`src/rtl/reflex_game_ctrl.sv`:
```
// reflex_game_ctrl
// Sequencing controller for the reflex-timer game.
// IDLE -> ARMED (pseudo-random wait) -> LIT (reaction measured in ms) -> result.
//
// Ports:
//   clk             system clock
//   reset           synchronous, active-low reset
//   i_ready_pulse   debounced one-cycle pulse: arm / restart
//   i_fire_pulse    debounced one-cycle pulse: player response
//   o_led_out       stimulus light, high only in LIT
//   o_bcd_time      {hundreds,tens,units} BCD reaction time in ms, 12'hFFF on foul
//   o_result_valid  high in DONE, FOUL, TIMEOUT
//   o_foul          high in FOUL only
//   o_busy          high in ARMED or LIT
//   o_state         current state encoding (see table)
//   o_best_time     best BCD result since reset           (BEST_TIME_EN only)
//   o_new_best      one-cycle pulse when best_time updates (BEST_TIME_EN only)
//
// Optional feature macro: BEST_TIME_EN
//
// state   | meaning
// IDLE    | waiting for ready
// ARMED   | random wait running, fire here is a foul
// LIT     | LED on, reaction time counting
// DONE    | valid reaction time held
// FOUL    | player fired early, bcd_time = FFF
// TIMEOUT | no response within 999 ms, bcd_time = 999

module reflex_game_ctrl #(
    parameter int unsigned TICK_DIV      = 100000,
    parameter int unsigned DELAY_BASE_MS = 1000,
    parameter int unsigned DELAY_STEP_MS = 250,
    parameter logic [7:0]  LFSR_SEED     = 8'hA5
) (
    input  logic        clk,
    input  logic        reset,
    input  logic        i_ready_pulse,
    input  logic        i_fire_pulse,
    output logic        o_led_out,
    output logic [11:0] o_bcd_time,
    output logic        o_result_valid,
    output logic        o_foul,
    output logic        o_busy,
    output logic [2:0]  o_state
`ifdef BEST_TIME_EN
    ,
    output logic [11:0] o_best_time,
    output logic        o_new_best
`endif
);

    localparam int TW = (TICK_DIV > 1) ? $clog2(TICK_DIV) : 1;
    localparam int unsigned DELAY_MAX = DELAY_BASE_MS + 7 * DELAY_STEP_MS;
    localparam int DW = (DELAY_MAX > 1) ? $clog2(DELAY_MAX + 1) : 1;
    localparam logic [TW-1:0] TICK_LAST = TW'(TICK_DIV - 1);

    typedef enum logic [2:0] {
        S_IDLE    = 3'd0,
        S_ARMED   = 3'd1,
        S_LIT     = 3'd2,
        S_DONE    = 3'd3,
        S_FOUL    = 3'd4,
        S_TIMEOUT = 3'd5
    } state_t;

    state_t          r_state;
    state_t          w_state_nxt;
    logic [7:0]      r_lfsr;
    logic            w_lfsr_fb;
    logic [TW-1:0]   r_tick_cnt;
    logic            w_ms_tick;
    logic [DW-1:0]   r_delay_ms;
    logic [DW-1:0]   r_wait_cnt;
    logic            w_wait_last;
    logic            w_bcd_max;
    logic            w_enter_armed;
    logic            w_enter_lit;
    logic            r_led_out;
    logic [11:0]     r_bcd_time;
    logic            r_result_valid;
    logic            r_foul;
    logic            r_busy;
`ifdef BEST_TIME_EN
    logic [11:0]     r_best_time;
    logic            r_new_best;
`endif

    // BCD +1 with units/tens carry; only called below 999
    function automatic logic [11:0] bcd_inc(input logic [11:0] v);
        logic [11:0] r;
        r = v;
        if (v[3:0] != 4'd9) begin
            r[3:0] = v[3:0] + 4'd1;
        end else begin
            r[3:0] = 4'd0;
            if (v[7:4] != 4'd9) begin
                r[7:4] = v[7:4] + 4'd1;
            end else begin
                r[7:4]  = 4'd0;
                r[11:8] = v[11:8] + 4'd1;
            end
        end
        return r;
    endfunction

    // Fibonacci taps 8,6,5,4
    assign w_lfsr_fb   = r_lfsr[7] ^ r_lfsr[5] ^ r_lfsr[4] ^ r_lfsr[3];
    assign w_ms_tick   = (r_tick_cnt == TICK_LAST);
    assign w_wait_last = (r_wait_cnt == (r_delay_ms - DW'(1)));
    assign w_bcd_max   = (r_bcd_time == 12'h999);

    always_comb begin
        w_state_nxt = r_state;
        case (r_state)
            S_IDLE, S_DONE, S_FOUL, S_TIMEOUT: begin
                if (i_ready_pulse) w_state_nxt = S_ARMED;
            end
            S_ARMED: begin
                if (i_fire_pulse)                   w_state_nxt = S_FOUL;
                else if (w_ms_tick && w_wait_last)  w_state_nxt = S_LIT;
            end
            S_LIT: begin
                if (i_fire_pulse)                   w_state_nxt = S_DONE;
                else if (w_ms_tick && w_bcd_max)    w_state_nxt = S_TIMEOUT;
            end
            default: w_state_nxt = S_IDLE;
        endcase
    end

    assign w_enter_armed = (w_state_nxt == S_ARMED) && (r_state != S_ARMED);
    assign w_enter_lit   = (w_state_nxt == S_LIT)   && (r_state != S_LIT);

    always_ff @(posedge clk) begin
        if (!reset) begin
            r_state        <= S_IDLE;
            r_lfsr         <= LFSR_SEED;
            r_tick_cnt     <= '0;
            r_delay_ms     <= '0;
            r_wait_cnt     <= '0;
            r_led_out      <= 1'b0;
            r_bcd_time     <= 12'h000;
            r_result_valid <= 1'b0;
            r_foul         <= 1'b0;
            r_busy         <= 1'b0;
`ifdef BEST_TIME_EN
            r_best_time    <= 12'h999;
            r_new_best     <= 1'b0;
`endif
        end else begin
            r_lfsr  <= {r_lfsr[6:0], w_lfsr_fb};
            r_state <= w_state_nxt;

            // Outputs decoded from the next state so they move with o_state
            r_led_out      <= (w_state_nxt == S_LIT);
            r_busy         <= (w_state_nxt == S_ARMED) || (w_state_nxt == S_LIT);
            r_result_valid <= (w_state_nxt == S_DONE) || (w_state_nxt == S_FOUL) ||
                              (w_state_nxt == S_TIMEOUT);
            r_foul         <= (w_state_nxt == S_FOUL);

            // Realign the ms prescaler so wait and measurement are whole ticks
            if (w_enter_armed || w_enter_lit || w_ms_tick)
                r_tick_cnt <= '0;
            else
                r_tick_cnt <= r_tick_cnt + TW'(1);

            if (w_enter_armed) begin
                r_delay_ms <= DW'(DELAY_BASE_MS + 32'(r_lfsr[2:0]) * DELAY_STEP_MS);
                r_wait_cnt <= '0;
                r_bcd_time <= 12'h000;
            end else begin
                if (r_state == S_ARMED && w_ms_tick)
                    r_wait_cnt <= r_wait_cnt + DW'(1);
                if (w_state_nxt == S_FOUL)
                    r_bcd_time <= 12'hFFF;
                // fire and the 999 timeout both leave the count untouched
                else if (r_state == S_LIT && w_state_nxt == S_LIT && w_ms_tick)
                    r_bcd_time <= bcd_inc(r_bcd_time);
            end

`ifdef BEST_TIME_EN
            r_new_best <= 1'b0;
            // BCD digits compare correctly as plain binary
            if (r_state == S_LIT && w_state_nxt == S_DONE && r_bcd_time < r_best_time) begin
                r_best_time <= r_bcd_time;
                r_new_best  <= 1'b1;
            end
`endif
        end
    end

    assign o_led_out      = r_led_out;
    assign o_bcd_time     = r_bcd_time;
    assign o_result_valid = r_result_valid;
    assign o_foul         = r_foul;
    assign o_busy         = r_busy;
    assign o_state        = r_state;
`ifdef BEST_TIME_EN
    assign o_best_time    = r_best_time;
    assign o_new_best     = r_new_best;
`endif

endmodule

```
`config.mk`:
```
export PLATFORM = sky130hd
export DESIGN_NAME = reflex_game_ctrl
export DESIGN_NICKNAME = d
export VERILOG_FILES = /design/src/rtl/reflex_game_ctrl.sv
export SDC_FILE = /design/constraint.sdc
export NUM_CORES = 1
export LEC_CHECK = 0
export ABC_AREA = 1
export BUFFER_PORTS_ARGS = -buffer_cell sky130_fd_sc_hd__buf_4
export CAP_MARGIN = 20
export CORE_MARGIN = 2
export CORE_UTILIZATION = 55
export DETAILED_ROUTE_END_ITERATION = 7
export PLACE_DENSITY = 0.74
export SYNTH_ARGS = -nofsm -noshare
export SYNTH_HDL_FRONTEND = slang
export SYNTH_SLANG_ARGS = --single-unit
```
`constraint.sdc`:
```
create_clock -name clk -period 2.7 [get_ports clk]
set_input_delay 0.27 -clock clk [delete_from_list [all_inputs] [get_ports clk]]
set_output_delay 0.27 -clock clk [all_outputs]
set_load 0.05 [all_outputs]
```
Word level (Yosys, flattened, before mapping). Index checks and enable logic that the tools add are counted.

Register bits after elaboration: 68. Input bits: 4.

Bitwise logic cells: 4. Muxes and demuxes: 12. Equal/unequal tests: 19. Reductions and logical operators: 19. Add/subtract/negate cells: 7. $mul: 1.

Operators by type and width (number): 2-to-1 mux 12 bit (2); adder 17 x 1 -> 17 bit, second input constant (1); == test 17 bit, second input constant (1); 2-to-1 mux 3 bit (5); adder 10 x 11 -> 12 bit, first input constant (1); adder 12 x 1 -> 12 bit, second input constant (1); adder 4 x 1 -> 4 bit, second input constant (3); == test 12 bit (1); == test 12 bit, second input constant (1); == test 3 x 2 -> 1 bit, second input constant (4); == test 3 bit, second input constant (4); 2-to-1 mux 4 bit (3); subtractor 12 x 1 -> 12 bit, second input constant (1); multiplier 3 x 7 -> 10 bit, second input constant (1); case mux 3 bit (3 select lines) (1); 2-to-1 mux 8 bit (1); inequality test 4 bit, second input constant (2); logical AND 1 bit (7); == test 3 x 1 -> 1 bit, second input constant (2); logical OR 1 bit (5); inequality test 2 bit, second input constant (2); OR reduction 2 bit (2); OR reduction 4 bit (1); zero test 3 bit (1); 7 further kinds (9).

Logic depth before layout (Yosys ltp). Gate-level depths: netlist (run 1).

Depth in word-level cells: 11. Depth in mapped cells: 20.

Worst setup path before layout (run 1). No wires, ideal clock.

Path type: register -> register. Start: register r_lfsr[0]. End: register r_delay_ms[10]. Arrival time: 2.659 ns. Setup slack: -0.079 ns. Stages on the path, launching flop included: 12. Data required time: 2.581 ns. Period minus slack after synthesis: 2.779 ns. Path through: dfxtp_1 -> fa_1 -> inv_1 -> fa_1 -> fa_1 -> nand2_1 -> inv_1 -> a21oi_1 -> nand2_1 -> xor2_1 -> o21ai_0 -> a21oi_1.

Cells in the longest elaborated chain, start to end: 2.

RTL lines: start, declared (line 68) `logic [7:0] r_lfsr;`; start signal, assigned (line 150) `r_lfsr <= {r_lfsr[6:0], w_lfsr_fb};`; multiplier 3 x 7 -> 10 bit (line 167) `r_delay_ms <= DW'(DELAY_BASE_MS + 32'(r_lfsr[2:0]) * DELAY_STEP_MS);`; adder 10 x 11 -> 12 bit (line 167); end signal, assigned (line 167); end, declared (line 72) `logic [DW-1:0] r_delay_ms;`.

No other way between the ends. A chain may end at the register's enable or synchronous reset.

Final worst setup path (run 1).
Start: register r_lfsr[1]. End: register r_delay_ms[7].

Same word-level chain as after synthesis.

==> results of run 1 <==
## registers in the layout, indices dropped and copies added, names as in the netlist, 3 cells and up
signal,cells
o_state,3
r_lfsr,8
o_bcd_time,12
r_wait_cnt,12
r_delay_ms,11
r_tick_cnt,17
## Yosys cell counts (6+ instances only)
| library cell | count | area, sq um |
|---|---|---|
| sky130_fd_sc_hd__nor3_2 | 6 | 60.06 |
| sky130_fd_sc_hd__nor2_1 | 83 | 311.6 |
| sky130_fd_sc_hd__ha_1 | 16 | 200.2 |
| sky130_fd_sc_hd__xor2_1 | 23 | 201.4 |
| sky130_fd_sc_hd__xnor2_1 | 13 | 113.9 |
| sky130_fd_sc_hd__nand3_1 | 37 | 185.2 |
| sky130_fd_sc_hd__nand4_1 | 10 | 62.56 |
| sky130_fd_sc_hd__a21oi_1 | 30 | 150.1 |
| sky130_fd_sc_hd__nor3_1 | 7 | 35.03 |
| sky130_fd_sc_hd__nand2_1 | 109 | 409.1 |
| sky130_fd_sc_hd__dfxtp_1 | 67 | 1341 |
| sky130_fd_sc_hd__o21ai_0 | 20 | 100.1 |
| sky130_fd_sc_hd__inv_1 | 76 | 285.3 |
## power breakdown
group | total, mW | internal [mW] | leakage (nW) | switching [mW]
Combinational | 0.962 | 0.364 | 1.31 | 0.598
Clock | 0.762 | 0.380 | 0.0884 | 0.381
Sequential | 1.11 | 1.05 | 0.546 | 0.0581
## per-stage QoR
step / instance area, sq um / std cells / setup TNS (ns)
detailed placement: 4160 / 663 / 0
global placement: 4160 / 663 / 0
floorplan: 3870 / 545 / 0
global route: 4415 / 680 / -0.01829
finish: 4415 / 680 / 0
CTS: 4340 / 679 / 0
## critical path: cells and delay by family, from the launching register on
family | cells | cell delay, ns
adder cells (fa/ha/maj) | 4 | 1.32
flip-flops | 1 | 0.36
buffers and inverters | 4 | 0.36
AO/OA/AOI/OAI | 3 | 0.25
AND/OR/NAND/NOR | 2 | 0.16
## area by class of cell
cell class,count,area share [%]
Clock buffer,12,3.514
Clock inverter,4,0.5667
Inverter,80,6.857
Multi-Input combinational cell,389,50.33
Sequential cell,67,30.58
Tap cell,96,2.720
Timing Repair Buffer,32,5.441
## cells by family (layout without fill, tap and decap cells)
kind of cell             count (synthesis)  after routing
buffers and inverters                   89            128
AO/OA/AOI/OAI                           57             57
AND/OR/NAND/NOR                        276            276
adder cells (fa/ha/maj)                 20             20
flip-flops                              67             67
XOR/XNOR                                36             36
## layer usage
layer  wire length [microns]  up-vias
met5                       0        -
met2                    3968       37
met3                     230       11
met4                     116        0
met1                    3774     1554
li1                        -     1790
## cell usage in the layout (no fill, tap or decap), types with 2 or more instances in the layout
| cell type | n |
|---|---|
| sky130_fd_sc_hd__xnor2_1 | 12 |
| sky130_fd_sc_hd__nand2_4 | 3 |
| sky130_fd_sc_hd__o21ai_2 | 3 |
| sky130_fd_sc_hd__or2_2 | 3 |
| sky130_fd_sc_hd__nor3b_1 | 4 |
| sky130_fd_sc_hd__o21ai_1 | 3 |
| sky130_fd_sc_hd__ha_1 | 14 |
| sky130_fd_sc_hd__nor4_1 | 2 |
| sky130_fd_sc_hd__nand2_1 | 108 |
| sky130_fd_sc_hd__nor2_1 | 82 |
| sky130_fd_sc_hd__nor3_2 | 6 |
| sky130_fd_sc_hd__clkinvlp_4 | 2 |
| sky130_fd_sc_hd__inv_1 | 74 |
| sky130_fd_sc_hd__fa_1 | 2 |
| sky130_fd_sc_hd__inv_2 | 4 |
| sky130_fd_sc_hd__clkinv_2 | 2 |
| sky130_fd_sc_hd__dfxtp_4 | 2 |
| sky130_fd_sc_hd__a21oi_2 | 4 |
| sky130_fd_sc_hd__dfxtp_1 | 64 |
| sky130_fd_sc_hd__a22oi_1 | 2 |
| sky130_fd_sc_hd__xor2_1 | 23 |
| sky130_fd_sc_hd__nand3_2 | 5 |
| sky130_fd_sc_hd__a21oi_1 | 27 |
| sky130_fd_sc_hd__nand2_2 | 4 |
| sky130_fd_sc_hd__nor3_1 | 7 |
| sky130_fd_sc_hd__buf_4 | 32 |
| sky130_fd_sc_hd__clkbuf_8 | 11 |
| sky130_fd_sc_hd__nand3_1 | 36 |
| sky130_fd_sc_hd__o21ai_0 | 16 |
| sky130_fd_sc_hd__nand4_1 | 10 |
| sky130_fd_sc_hd__fa_2 | 2 |
| sky130_fd_sc_hd__nor2_2 | 4 |
## timing repair
action,4_1_cts,5_1_grt
setup endpoints to repair,0,40
resized for setup,0,21
setup buffers,0,1
## worst paths after layout
path / depth (start not counted) / end
setup / recovery: 13 / r_delay_ms[7]
hold / removal: 2 / r_lfsr[2]
setup reg to reg: 13 / r_delay_ms[7]
hold reg to reg: 1 / r_lfsr[7]
==> impl_metrics.py, run 1 <==
metrics = {
    "setup_path": {
        "critical_path.reg2reg.startpoint": "r_lfsr[1]",
        "setup.reg_to_reg.worst_slack_ns": 0.15,
        "setup.worst_path.end_class": "flop",
        "crit_path_cell_trace": "inv_1 > ha_4 > inv_1 > ha_1 > inv_1 > fa_2 > fa_2 > buf_4 > nand3_1 > nand2_1 > o21ai_0 > o21ai_1 > a21oi_1",
        "timing.critical_path.from": "r_lfsr[1]",
        "cp_slowest_stage_delay_ns": 0.55,
        "worst_ep_required_time_ns": 2.93,
        "crit_fanout": 4,
        "category_of_the_most_critical_setup_path": "flop to flop",
        "cell_with_the_biggest_individual_delay_on_the_critical_path": "sky130_fd_sc_hd__fa_2",
        "worstPathArrival_ns": 2.79,
        "critPathLaunchType": "flop",
        "critical-path-top-cell-by-count": "sky130_fd_sc_hd__inv_1",
    },
    "yosys": {
        "yosys.cell_types.count": 34,
        "synth_flop_cell": "sky130_fd_sc_hd__dfxtp_1",
        "synth_async_sr_flop_share_pct": 0,
        "synthAdderAreaFrac_pct": 7.249,
        "number_of_flops_mapped_to_enable_cells_by_yosys": 0,
        "syn-cell-area_sq_um": 3866,
        "synth_warn": 0,
        "post_synth.cell_area_avg_sq_um": 7.094,
        "seq_area_frac_synth_pct": 34.69,
        "synth_xor_area_share_pct": 8.155,
        "post_synth_and_or_nand_nor_area_fraction_pct": 32.52,
        "synth_nets": 569,
        "synth_top_family_by_area": "simple AND/OR/NAND/NOR gates",
        "compound_gate_portion_of_the_synthesized_area_pct": 7.929,
        "synth.area.mux_share_pct": 0,
        "ys_ff_latch": 67,
        "synth_cells": 545,
    },
    "floorplan": {
        "floorplan.initialDensity_pct": 56.91,
        "design.portCount": 23,
        "die_w_microns": 87.84,
        "placement_rows": 30,
        "die_area_sq_um": 7716,
        "die_h_microns": 87.84,
        "design.core.area_sq_um": 6794,
    },
    "power": {
        "total_power_mw": 2.835,
        "power.ir.vdd_worst_v": 0.0003900,
        "power.density_cell_area_nw_per_um2": 642.0,
        "power.static_leakage_nw": 1.942,
    },
    "detailed_routing": {
        "route.vias.total": 3392,
        "vias_per_cell": 4.988,
        "number_of_nets_with_antenna_violations_after_detailed_routing": 0,
        "drc": 0,
        "detailed_router_iteration_count_before_antenna_repair": 4,
        "post_drt_wl_per_cell_microns": 11.90,
        "detailedRoute.firstIterationViolations": 113,
        "postRouteWirelength_microns": 8089,
    },
    "clock_network": {
        "numClockSinks": 67,
        "clk_latency_ns": 0.34,
        "root_buffer_selected_by_cts": "sky130_fd_sc_hd__clkbuf_8",
        "cts_htree_levels": 3,
        "path_clk_slew_ns": 0.07,
        "tritoncts_buffers": 9,
        "cts-hold-fix-buffers": 0,
        "clock_tree_from_tritoncts": "done",
        "cts_max_path_buffers": 2,
    },
    "final_layout": {
        "fillers": 589,
        "final_net_count": 603,
        "seqCellArea_sq_um": 1350,
        "syn_to_final_growth_pct": 14.21,
        "post_route_cells_drive_above_1_share_pct": 16.10,
        "diodes": 0,
        "multiInputGateArea_sq_um": 2222,
        "finish.utilization_pct": 64.99,
    },
    "global_routing": {
        "grt.met2_usage_pct": 36.98,
        "busiest_layer": "met2",
        "first_pass_grt_wire_length_microns": 13630,
        "first_global_vias": 3118,
        "antenna_found_initial": 0,
        "global_route_met1_usage_pct": 28.01,
        "pin_count_of_the_biggest_net_entering_global_routing": 21,
        "grt_overflow_total": 0,
        "use_met3_pct": 6.692,
        "track_usage_pct": 22.22,
    },
    "place": {
        "detailedPlacementHpwl_microns": 5975,
        "worst_setup_slack_post_dpl_ns": 0.01748,
        "finalWeightedCongestion": 0.8680,
        "port_buffers": 22,
    },
    "hold_path": {
        "holdCritStartpoint": "reset",
        "hold_class": "input pin to flop",
    },
    "outcome": {
        "outcome": "finished clean",
    },
    "timing": {
        "hold_violations": 0,
        "setup-violations-final": 0,
        "worst_slew_margin_relative_to_its_limit_pct": 74.35,
        "clock-skew-final_ns": 0.007135,
        "final_min_period_over_clock_period_pct": 94.61,
        "worst_slack_ns": 0.1455,
        "timing.final.crit_period_ns": 2.554,
        "finalMaxSlewViolations": 0,
        "fin_hold_ws_ns": 0.2048,
        "worstMarginPinSlew_ns": 0.3819,
        "fmaxAchievable_mhz": 391.5,
    },
    "job": {
        "cap_violations": 0,
    },
}
Note: power is estimated with default switching activity, not from simulation.
==> inputs of run 2 (changes only) <==
GPL_TIMING_DRIVEN = 0   (was default)
==> impl_metrics.py, run 2 (same netlist as run 1, synthesis figures left out) <==
metrics = {
    "global_routing": {
        "track_usage_pct": 23.07,
        "first_pass_grt_wire_length_microns": 14080,
        "antenna_found_initial": 0,
        "pin_count_of_the_biggest_net_entering_global_routing": 13,
        "first_global_vias": 3130,
        "grt_overflow_total": 0,
    },
    "timing": {
        "setup-violations-final": 2,
        "fmaxAchievable_mhz": 362.9,
        "worst_slack_ns": -0.05541,
        "hold_violations": 0,
        "finalMaxSlewViolations": 0,
        "fin_hold_ws_ns": 0.2341,
        "unrepaired_setup_endpoints_after_global_routing": "true",
        "worstMarginPinSlew_ns": 0.4472,
        "worst_slew_margin_relative_to_its_limit_pct": 69.87,
        "clock-skew-final_ns": 0.01291,
        "timing.final.crit_period_ns": 2.755,
        "final_min_period_over_clock_period_pct": 102.1,
    },
    "power": {
        "power.density_cell_area_nw_per_um2": 683.7,
        "total_power_mw": 3.089,
        "power.ir.vdd_worst_v": 0.0004938,
        "power.static_leakage_nw": 1.991,
    },
    "detailed_routing": {
        "route.vias.total": 3434,
        "postRouteWirelength_microns": 8427,
        "post_drt_wl_per_cell_microns": 12.23,
        "vias_per_cell": 4.984,
        "detailedRoute.firstIterationViolations": 171,
        "drc": 0,
        "detailed_router_iteration_count_before_antenna_repair": 4,
        "number_of_nets_with_antenna_violations_after_detailed_routing": 0,
    },
    "floorplan": {
        "floorplan.initialDensity_pct": 56.91,
        "die_w_microns": 87.84,
        "placement_rows": 30,
        "design.core.area_sq_um": 6794,
        "die_area_sq_um": 7716,
        "design.portCount": 23,
        "die_h_microns": 87.84,
    },
    "place": {
        "detailedPlacementHpwl_microns": 6107,
        "post-place-cells": 663,
        "finalWeightedCongestion": 0.8446,
        "port_buffers": 22,
        "worst_setup_slack_post_dpl_ns": -0.2257,
    },
    "setup_path": {
        "category_of_the_most_critical_setup_path": "flop to flop",
        "worstPathArrival_ns": 2.99,
        "setup.worst_path.end_class": "flop",
        "crit_fanout": 5,
        "critPathLaunchType": "flop",
        "worst_ep_required_time_ns": 2.94,
        "r2r_cells": 11,
        "setup.reg_to_reg.worst_slack_ns": -0.06,
    },
    "outcome": {
        "failed_checks": "negative setup slack",
        "outcome": "finished with violations",
    },
    "clock_network": {
        "numClockSinks": 67,
        "cts-hold-fix-buffers": 0,
        "root_buffer_selected_by_cts": "sky130_fd_sc_hd__clkbuf_8",
        "cts_max_path_buffers": 2,
        "cts_htree_levels": 3,
        "tritoncts_buffers": 9,
        "clock_tree_from_tritoncts": "done",
        "clk_latency_ns": 0.36,
        "path_clk_slew_ns": 0.07,
    },
    "final_layout": {
        "post_route_cells_drive_above_1_share_pct": 17.71,
        "finish.utilization_pct": 66.50,
        "final_cell_mix": "108 x sky130_fd_sc_hd__nand2_1, 81 x sky130_fd_sc_hd__nor2_1, 72 x sky130_fd_sc_hd__inv_1",
        "flip_flop_count_of_the_largest_register_all_copies_and_words_added": 17,
        "final_net_count": 612,
        "syn_to_final_growth_pct": 16.86,
        "layoutNonFillerInstCount": 689,
        "mostFrequentLayoutCell": "sky130_fd_sc_hd__nand2_1",
        "diodes": 0,
        "max_flop_register": "r_tick_cnt",
    },
    "hold_path": {
        "hold_class": "input pin to flop",
        "number_of_cells_on_the_worst_hold_path": 3,
    },
    "job": {
        "cap_violations": 0,
    },
}
run 2: what timing repair did:
item | CTS | global route
gates resized for setup | 6 | 15
pin swaps | 5 | 7
setup endpoints to repair | 4 | 39
buffers inserted | 5 | 5
gates cloned | 0 | 0
run 2: stage by stage:
step,setup TNS (ns),area (sq um)
6_report,-0.05794,4518
3_5_place_dp,-0.4677,4155
2_1_floorplan,0,3870
5_1_grt,-0.2833,4518
3_3_place_gp,-0.3232,4155
4_1_cts,0,4429
run 2: final cells by class:
type	instances	area (sq um)
Buffer	9	62.56
Clock buffer	10	137.6
Clock inverter	6	88.84
Fill cell	583	2276
Inverter	80	302.8
Multi-Input combinational cell	389	2216
Sequential cell	67	1350
Tap cell	96	120.1
Timing Repair Buffer	32	240.2
run 2: worst paths after layout:
kind / from / endpoint
setup / recovery: r_lfsr[2] / r_delay_ms[10]
hold / removal: reset / r_delay_ms[3]
setup reg to reg: r_lfsr[2] / r_delay_ms[10]
hold reg to reg: r_lfsr[6] / r_lfsr[7]
run 2: per-layer routing:
layer / global-route usage, % / share of wire (%) / up-vias
met4: 8.671 / 1.2 / 0
met3: 4.901 / 3.2 / 10
met1: 30.17 / 48 / 1568
met2: 37.47 / 48 / 56
met5: 0 / 0 / -
li1: - / - / 1800
run 2: critical path, cell delays in order (launching register included):
cell and delay (ns):
sky130_fd_sc_hd__dfxtp_4 0.37, sky130_fd_sc_hd__fa_2 0.60, sky130_fd_sc_hd__inv_2 0.06, sky130_fd_sc_hd__fa_2 0.40
sky130_fd_sc_hd__fa_1 0.53, sky130_fd_sc_hd__nand2_2 0.12, sky130_fd_sc_hd__inv_2 0.05, sky130_fd_sc_hd__a21oi_2 0.13
sky130_fd_sc_hd__nand2_1 0.08, sky130_fd_sc_hd__xor2_1 0.14, sky130_fd_sc_hd__o21ai_1 0.12, sky130_fd_sc_hd__a21oi_1 0.05
run 2: where the power goes:
| group | total [mW] | switching [mW] | leakage [nW] | internal, mW |
|---|---|---|---|---|
| sequential | 1.12 | 0.0627 | 0.546 | 1.05 |
| clock | 0.954 | 0.409 | 0.108 | 0.545 |
| combinational | 1.02 | 0.612 | 1.34 | 0.408 |
